==> config.mk <==
export PLATFORM = sky130hd
export DESIGN_NAME = decode_issue_stage
export DESIGN_NICKNAME = d
export VERILOG_FILES = /design/src/rtl/decode_issue_stage_pkg.sv /design/src/rtl/decode_issue_stage_forward_mux.sv /design/src/rtl/decode_issue_stage.sv
export SDC_FILE = /design/constraint.sdc
export NUM_CORES = 1
export LEC_CHECK = 0
export CORE_MARGIN = 4
export CORE_UTILIZATION = 24
export CTS_CLUSTER_DIAMETER = 40
export CTS_CLUSTER_SIZE = 40
export DETAILED_ROUTE_END_ITERATION = 8
export GPL_TIMING_DRIVEN = 0
export SKIP_CTS_REPAIR_TIMING = 1
export SLEW_MARGIN = 20
export SYNTH_ARGS = -nofsm -noshare
export SYNTH_HDL_FRONTEND = slang
export SYNTH_SLANG_ARGS = --single-unit
==> constraint.sdc <==
create_clock -name clk -period 1.95 [get_ports clk]
set_clock_uncertainty 0.2 [all_clocks]
set_input_delay 0.39 -clock clk [delete_from_list [all_inputs] [get_ports clk]]
set_output_delay 0.39 -clock clk [all_outputs]
set_load 0.02 [all_outputs]
==> src/rtl/decode_issue_stage_pkg.sv <==
// Shared widths and forwarding-select encodings for the ID->EX boundary.
package decode_issue_stage_pkg;

    localparam int unsigned DataBusBits    = 64;
    localparam int unsigned RegAddrBits    = 5;
    localparam int unsigned ForwardSelBits = 2;

    typedef enum logic [ForwardSelBits-1:0] {
        FWD_RF   = 2'd0,
        FWD_EX   = 2'd1,
        FWD_MEM  = 2'd2,
        FWD_ZERO = 2'd3
    } fwd_sel_t;

endpackage

==> src/rtl/decode_issue_stage_forward_mux.sv <==
// Per-source operand selection: x0, EX forward, MEM forward, else register file.
module forward_mux
    import decode_issue_stage_pkg::*;
#(
    parameter int unsigned DATA_W = DataBusBits,
    parameter int unsigned REG_W  = RegAddrBits
) (
    input  logic [REG_W-1:0]  src,
    input  logic              ex_valid,
    input  logic              ex_we,
    input  logic              ex_is_load,
    input  logic [REG_W-1:0]  ex_rd,
    input  logic [DATA_W-1:0] ex_result,
    input  logic              mem_valid,
    input  logic              mem_we,
    input  logic [REG_W-1:0]  mem_rd,
    input  logic [DATA_W-1:0] mem_result,
    input  logic [DATA_W-1:0] rf_rdata,
    output logic [DATA_W-1:0] operand
);

    fwd_sel_t sel;

    // A load in EX has no data yet; that case is covered by the load-use stall.
    always_comb begin
        sel = FWD_RF;
        if (src == '0)
            sel = FWD_ZERO;
        else if (ex_valid && ex_we && !ex_is_load && (ex_rd == src))
            sel = FWD_EX;
        else if (mem_valid && mem_we && (mem_rd == src))
            sel = FWD_MEM;
    end

    always_comb begin
        operand = rf_rdata;
        case (sel)
            FWD_ZERO: operand = '0;
            FWD_EX:   operand = ex_result;
            FWD_MEM:  operand = mem_result;
            default:  operand = rf_rdata;
        endcase
    end

endmodule

==> src/rtl/decode_issue_stage.sv <==
// ID->EX stage: operand forwarding, load-use hazard detection and the ID/EX register.
module decode_issue_stage
    import decode_issue_stage_pkg::*;
#(
    parameter int unsigned DATA_W = DataBusBits,
    parameter int unsigned REG_W  = RegAddrBits
) (
    input  logic              clk,
    input  logic              reset,
    input  logic              id_valid,
    input  logic [REG_W-1:0]  id_rs1,
    input  logic [REG_W-1:0]  id_rs2,
    input  logic [REG_W-1:0]  id_rd,
    input  logic              id_we,
    input  logic              id_is_load,
    input  logic [DATA_W-1:0] id_imm,
    output logic [REG_W-1:0]  rf_raddr1,
    output logic [REG_W-1:0]  rf_raddr2,
    input  logic [DATA_W-1:0] rf_rdata1,
    input  logic [DATA_W-1:0] rf_rdata2,
    input  logic [DATA_W-1:0] ex_result,
    input  logic [REG_W-1:0]  mem_rd,
    input  logic              mem_we,
    input  logic              mem_valid,
    input  logic [DATA_W-1:0] mem_result,
    input  logic              flush,
    output logic              stall,
    output logic              ex_valid,
    output logic [REG_W-1:0]  ex_rd,
    output logic              ex_we,
    output logic              ex_is_load,
    output logic [DATA_W-1:0] ex_op1,
    output logic [DATA_W-1:0] ex_op2,
    output logic [DATA_W-1:0] ex_imm,
    output logic [31:0]       stall_count
);

    logic [DATA_W-1:0] op1;
    logic [DATA_W-1:0] op2;
    logic              hz;

    assign rf_raddr1 = id_rs1;
    assign rf_raddr2 = id_rs2;

    forward_mux #(.DATA_W(DATA_W), .REG_W(REG_W)) u_fwd1 (
        .src        (id_rs1),
        .ex_valid   (ex_valid),
        .ex_we      (ex_we),
        .ex_is_load (ex_is_load),
        .ex_rd      (ex_rd),
        .ex_result  (ex_result),
        .mem_valid  (mem_valid),
        .mem_we     (mem_we),
        .mem_rd     (mem_rd),
        .mem_result (mem_result),
        .rf_rdata   (rf_rdata1),
        .operand    (op1)
    );

    forward_mux #(.DATA_W(DATA_W), .REG_W(REG_W)) u_fwd2 (
        .src        (id_rs2),
        .ex_valid   (ex_valid),
        .ex_we      (ex_we),
        .ex_is_load (ex_is_load),
        .ex_rd      (ex_rd),
        .ex_result  (ex_result),
        .mem_valid  (mem_valid),
        .mem_we     (mem_we),
        .mem_rd     (mem_rd),
        .mem_result (mem_result),
        .rf_rdata   (rf_rdata2),
        .operand    (op2)
    );

    // rs2 is compared even for instructions that ignore it (conservative by design).
    always_comb begin
        hz = id_valid && ex_valid && ex_is_load && ex_we && (ex_rd != '0)
             && ((ex_rd == id_rs1) || (ex_rd == id_rs2));
        stall = hz && !flush;
    end

    always_ff @(posedge clk or negedge reset) begin
        if (!reset) begin
            ex_valid    <= 1'b0;
            ex_rd       <= '0;
            ex_we       <= 1'b0;
            ex_is_load  <= 1'b0;
            ex_op1      <= '0;
            ex_op2      <= '0;
            ex_imm      <= '0;
            stall_count <= '0;
        end else if (flush) begin
            ex_valid   <= 1'b0;
            ex_we      <= 1'b0;
            ex_is_load <= 1'b0;
        end else if (hz) begin
            ex_valid   <= 1'b0;
            ex_we      <= 1'b0;
            ex_is_load <= 1'b0;
            if (stall_count != '1)
                stall_count <= stall_count + 32'd1;
        end else begin
            ex_valid   <= id_valid;
            ex_rd      <= id_rd;
            ex_we      <= id_we && id_valid;
            ex_is_load <= id_is_load && id_valid;
            ex_op1     <= op1;
            ex_op2     <= op2;
            ex_imm     <= id_imm;
        end
    end

endmodule

* Word-level counts from Yosys, hierarchy flattened
Index checks and enable logic that the tools add are counted.
Operators by class: add/subtract/negate cells 1, multiply operators 0, div/mod/pow operators 0, magnitude comparators 0, equal/unequal tests 11, shift-type cells 0, muxes and demuxes 14, bitwise operators 2, reductions and logical operators 23
Operators by type and width (number):
- $pmux W64 S3 | 2
- $add A32 B1 Y32 const B | 1
- $ne A32 B32 Y1 const B | 1
- $eq A5 B5 Y1 | 4
- $logic_and A1 B1 Y1 | 15
- $mux W2 | 6
- $logic_not A5 Y1 | 2
- $eq A2 B2 Y1 const B | 4
- $mux W1 | 6
- $reduce_bool A5 Y1 | 1
- $eq A2 B1 Y1 const B | 2
- $reduce_and A3 Y1 | 1
- $logic_not A1 Y1 | 2
- $not A1 Y1 | 2
- $reduce_and A2 Y1 | 1
- $logic_or A1 B1 Y1 | 1
Storage, ports and cells: bits in registers 232, bits in latches 0, memory bits (writable) 0, memory bits (read-only) 0, input port bits 348, output and inout port bits 243, logic and storage cells 59, memories 0

* Longest topological paths before layout
depth after elaboration 7, gate-level depth with buffers 9, mapped depth without buffers 7

* Hierarchy
Synthesis repeated with hierarchy kept, for this count alone.
Second synthesis, totals: cells, all modules 1079, area, all modules 13391.6 µm²
Modules (own cells, without submodules):
- decode_issue_stage | instances 1, cells each 603, area an instance 9307.7 µm², sequential area each 5805.6 µm²
- forward_mux | instances 2, cells each 238, area an instance 2042.0 µm², sequential area each 0.0 µm²

* Worst setup path before layout
No wires, ideal clock.
path type reg-to-reg, from register ex_rd[4], to register stall_count[21], setup time 131 ps, arrival 1916 ps, data required time 1619 ps, path slack -297 ps, stages on the path, launching flop included 7, buffers on the path 0, clock period less this slack 2247 ps, path through dfrtp_1 -> xnor2_1 -> nand3_1 -> o22a_2 -> nor3_2 -> nand4_1 -> xnor2_1
Between the ends: longest elaborated chain between the ends 4, elaborated cells between the ends (all ways) 7, those cells by class eq/ne: 2; reduce/logical: 5
Ends and longest elaborated chain:
- from (decl) | line decode_issue_stage.sv:29 | output logic [REG_W-1:0] ex_rd,
- from (signal assigned) | line decode_issue_stage.sv:104 | ex_rd <= id_rd;
- $eq A5 B5 Y1 or $reduce_bool A5 Y1 (tied branches) | line decode_issue_stage.sv:78, decode_issue_stage.sv:77
- $logic_or A1 B1 Y1 or $logic_and A1 B1 Y1 (tied branches) | line decode_issue_stage.sv:78, decode_issue_stage.sv:77
- $logic_and A1 B1 Y1 (*) | line decode_issue_stage.sv:78 | && ((ex_rd == id_rs1) || (ex_rd == id_rs2));
- $reduce_and A3 Y1 (no line) (*)
- to (signal assigned) | line decode_issue_stage.sv:101 | stall_count <= stall_count + 32'd1;
- to (decl) | line decode_issue_stage.sv:35 | output logic [31:0] stall_count
Mark *: on every way between the ends. The rest lies on a longest branch, timed or not. A chain may end at the register's enable or synchronous reset.

* Worst setup path after layout
from register ex_rd[3], to output stall
Between the ends: longest elaborated chain between the ends 4, elaborated cells between the ends (all ways) 7, those cells by class eq/ne: 2; reduce/logical: 5
Ends and longest elaborated chain:
- $eq A5 B5 Y1 or $reduce_bool A5 Y1 (tied branches) | line decode_issue_stage.sv:78, decode_issue_stage.sv:77
- $logic_or A1 B1 Y1 or $logic_and A1 B1 Y1 (tied branches) | line decode_issue_stage.sv:78, decode_issue_stage.sv:77
- $logic_and A1 B1 Y1 (*) | line decode_issue_stage.sv:78
- $logic_and A1 B1 Y1 (*) | line decode_issue_stage.sv:79 | stall = hz && !flush;
- to (decl) | line decode_issue_stage.sv:27 | output logic stall,
Marked as above.

==> out/qor.csv <==
stage,metric,value,unit
sta,post-route-period-util,132,%
floorplanning,ios,591,
critical_path,crit_required,1.36,ns
sta,finalHoldViolCount,0,
clock_network,clockRootBuffer,clkbuf_16,
placement,gp_congestion,0.914,
placement,dp_hpwl,47.7,mm
power_and_ir_drop,finalPower,18.4,mW
cells_and_area,final_layout_size_suffix_gt1_share,15.3,%
yosys,synth_edf_count,0,
sta,timing.hold.ws,0.145,ns
sta,setup_ws,-0.615,ns
floorplanning,coreArea,47700,um^2
drt,ant_nets,0,
yosys,syn_nets,1698,
clock_network,clkSinkCount,232,
grt,overflow,0,
clock_network,cts.clk_slew.worst_paths,0.06,ns
drt,route.detailed.drc,0,
yosys,synth_cell_type_count,42,
sta,tightest_slew,0.732,ns
yosys,yosys_most_used_dff,dfrtp_1,
critical_path,worstSetupPathType,reg -> out,
drt,first_pass_iters,5,
sta,tns,-125.21,ns
floorplanning,start_util,24.3,%
yosys,avgSynthCellArea,8.59,um^2
min_path,hold_class,in -> reg,
sta,slew-limit-headroom,51.2,%
floorplanning,dieArea,51900,um^2
drt,routed_wl,64.3,mm
critical_path,arrival,1.98,ns
sta,max_freq,390,MHz
drt,routed_via_density,4.95,
critical_path,critPathLaunchType,flop,
critical_path,r2r-end,ex_op1[24],
drt,drt_iter0_drc,913,
yosys,ys_ff_latch,232,
yosys,ys_seq_area_share,50.1,%
cells_and_area,nets,2371,
yosys,synthCells,1349,
floorplanning,rows,80,
clock_network,cts_max_path_buffers,3,
power_and_ir_drop,p_leak,9.41,nW
cells_and_area,area_growth_syn_to_layout,84.5,%
placement,io_buffers,590,
yosys,netlist_area,11600,um^2
critical_path,critPathMaxFanout,5,
sta,setup_viol,470,
drt,post_drt_wl_per_cell,23.9,um
grt,globalRouteTotalUtil,23.0,%
grt,grt_max_degree,82,
critical_path,end_kind,output port,
critical_path,rr_worst_depth,8,
drt,via_count,13289,
power_and_ir_drop,ir_drop,0.538,mV
grt,grt_pass1_wl,91.2,mm
power_and_ir_drop,p_per_area,860,nW/um^2
critical_path,r2r_slack,-0.52,ns
clock_network,cts_tree,done,
floorplanning,die_w,228,um
sta,min_period,2.57,ns
clock_network,numCtsBuffers,50,
critical_path,endpoint,stall,
clock_network,worstSkewPairLatency,0.56,ns
run_status,outcome,"complete, but fails checks",
run_status,violations,negative setup slack,
grt,antenna_found_initial,8,
yosys,async_flop_share,100,%
yosys,yosys_warnings,0,
floorplanning,die_h,228,um
critical_path,cp-startpoint,ex_rd[3],
sta,rsz0062_at_grt,yes,
critical_path,r2r_start,ex_rd[1],
sta,maxSlewViolCount,0,
clock_network,htreeDepth,2,
job,drv_cap,0,
grt,grt_pass1_vias,13573,
## cell usage in the layout (no fill, tap or decap), types with 9 or more instances in the layout
cell	Yosys	layout
a22oi_1	56	52
a31oi_1	56	56
and3_1	75	75
buf_12	0	11
buf_2	33	10
buf_4	17	40
buf_6	2	27
bufinv_16	0	9
clkbuf_1	54	16
clkbuf_16	0	56
clkbuf_2	0	21
clkbuf_4	0	11
clkdlybuf4s50_1	0	572
clkinvlp_4	0	9
dfrtp_1	232	215
dfrtp_2	0	17
dlymetal6s2s_1	0	13
nand2_1	472	465
nand3_1	21	12
nand3_2	0	9
nand4_1	13	13
nor2_1	138	129
o41ai_1	54	44
o41ai_2	10	14
xnor2_1	37	29
xor2_1	14	14
## worst min path at each step
stage / start / end / slack (ns) / cells past startpoint
floorplan: reset / ex_imm[0] / -0.11 / 0
global placement: ex_op1[42] / ex_op1[42] / 0.26 / 2
global route: id_imm[0] / ex_imm[0] / 0.12 / 3
detailed placement: reset / ex_imm[33] / 0.23 / 1
finish: id_imm[25] / ex_imm[25] / 0.15 / 3
CTS: reset / ex_imm[27] / -0.38 / 1
## critical path, cell delays in order, from the launching register on
cell,delay (ns)
dfrtp_2,0.46
xnor2_1,0.22
nand2_2,0.10
o22a_4,0.30
nor3_4,0.18
buf_6,0.16
## per-stage QoR
stage / util (%) / instances / instance area [um^2] / setup WS (ns)
2_1_floorplan: - / 1349 / 11700 / -0.269
3_3_place_gp: 38.5 / 2554 / 18400 / -11.43
6_report: 44.8 / 2684 / 21400 / -0.615
3_5_place_dp: 38.6 / 2558 / 18500 / -2.08
5_1_grt: 44.8 / 2681 / 21400 / -0.743
4_1_cts: 42.5 / 2652 / 20300 / -1.52
## report_power, final
group | leakage, nW | switching (mW) | internal, mW
clock network | 0.886 | 3.03 | 6.38
registers | 2.80 | 0.282 | 5.22
logic | 5.73 | 1.70 | 1.78
## metal layers
| metal | routed length [um] | track usage [%] |
|---|---|---|
| met5 | 30 | 0 |
| met1 | 26700 | 29.6 |
| met4 | 1510 | 6.97 |
| met3 | 4920 | 5.31 |
| met2 | 31200 | 38.8 |
## Yosys cell counts, drive strengths merged, types with 2 or more instances
| master | instances | area (um^2) |
|---|---|---|
| or4 | 2 | 18.8 |
| and2 | 3 | 18.8 |
| o41ai | 64 | 636 |
| nand2 | 472 | 1770 |
| buf | 54 | 323 |
| nand3 | 21 | 105 |
| nand4 | 13 | 81.3 |
| nor4 | 3 | 25.0 |
| inv | 5 | 18.8 |
| dfrtp | 232 | 5810 |
| nor2 | 138 | 518 |
| a222oi | 8 | 80.1 |
| and4 | 3 | 26.3 |
| a31oi | 56 | 350 |
| o21ai | 3 | 18.8 |
| nor3 | 13 | 75.1 |
| clkbuf | 54 | 203 |
| xor2 | 14 | 123 |
| xnor2 | 37 | 324 |
| a22oi | 56 | 420 |
| a21oi | 10 | 50.1 |
| nor2b | 3 | 26.3 |
| and3 | 75 | 469 |
## registers in the layout (all words and copies together) (netlist names)
| name | cells |
|---|---|
| stall_count | 32 |
| ex_imm | 64 |
| ex_op2 | 64 |
| ex_valid | 1 |
| ex_op1 | 64 |
| ex_we | 1 |
| ex_is_load | 1 |
| ex_rd | 5 |
## cell families after synthesis
| logic type | count (synthesis) | share of synthesized area, % |
|---|---|---|
| DFF | 232 | 50.1 |
| buffers and inverters | 113 | 4.70 |
| xor gates and xnor gates | 51 | 3.85 |
| AOI/OAI and AO/OA | 201 | 13.9 |
| muxes | 1 | 0.0971 |
| and+or+nand+nor | 750 | 27.3 |
| adders and majority gates | 1 | 0.108 |
## final cells by class
cell class	count	area, um^2
clock inverters	31	439
flip-flops and latches	232	5830
inverters	5	18.8
plain buffers	108	903
repair buffers	621	6310
fillers	4612	26400
well taps	615	769
clock buffers	63	1420
diodes	5	12.5
multi-input cells	1004	5680
Power figures use the tool's default switching activity.
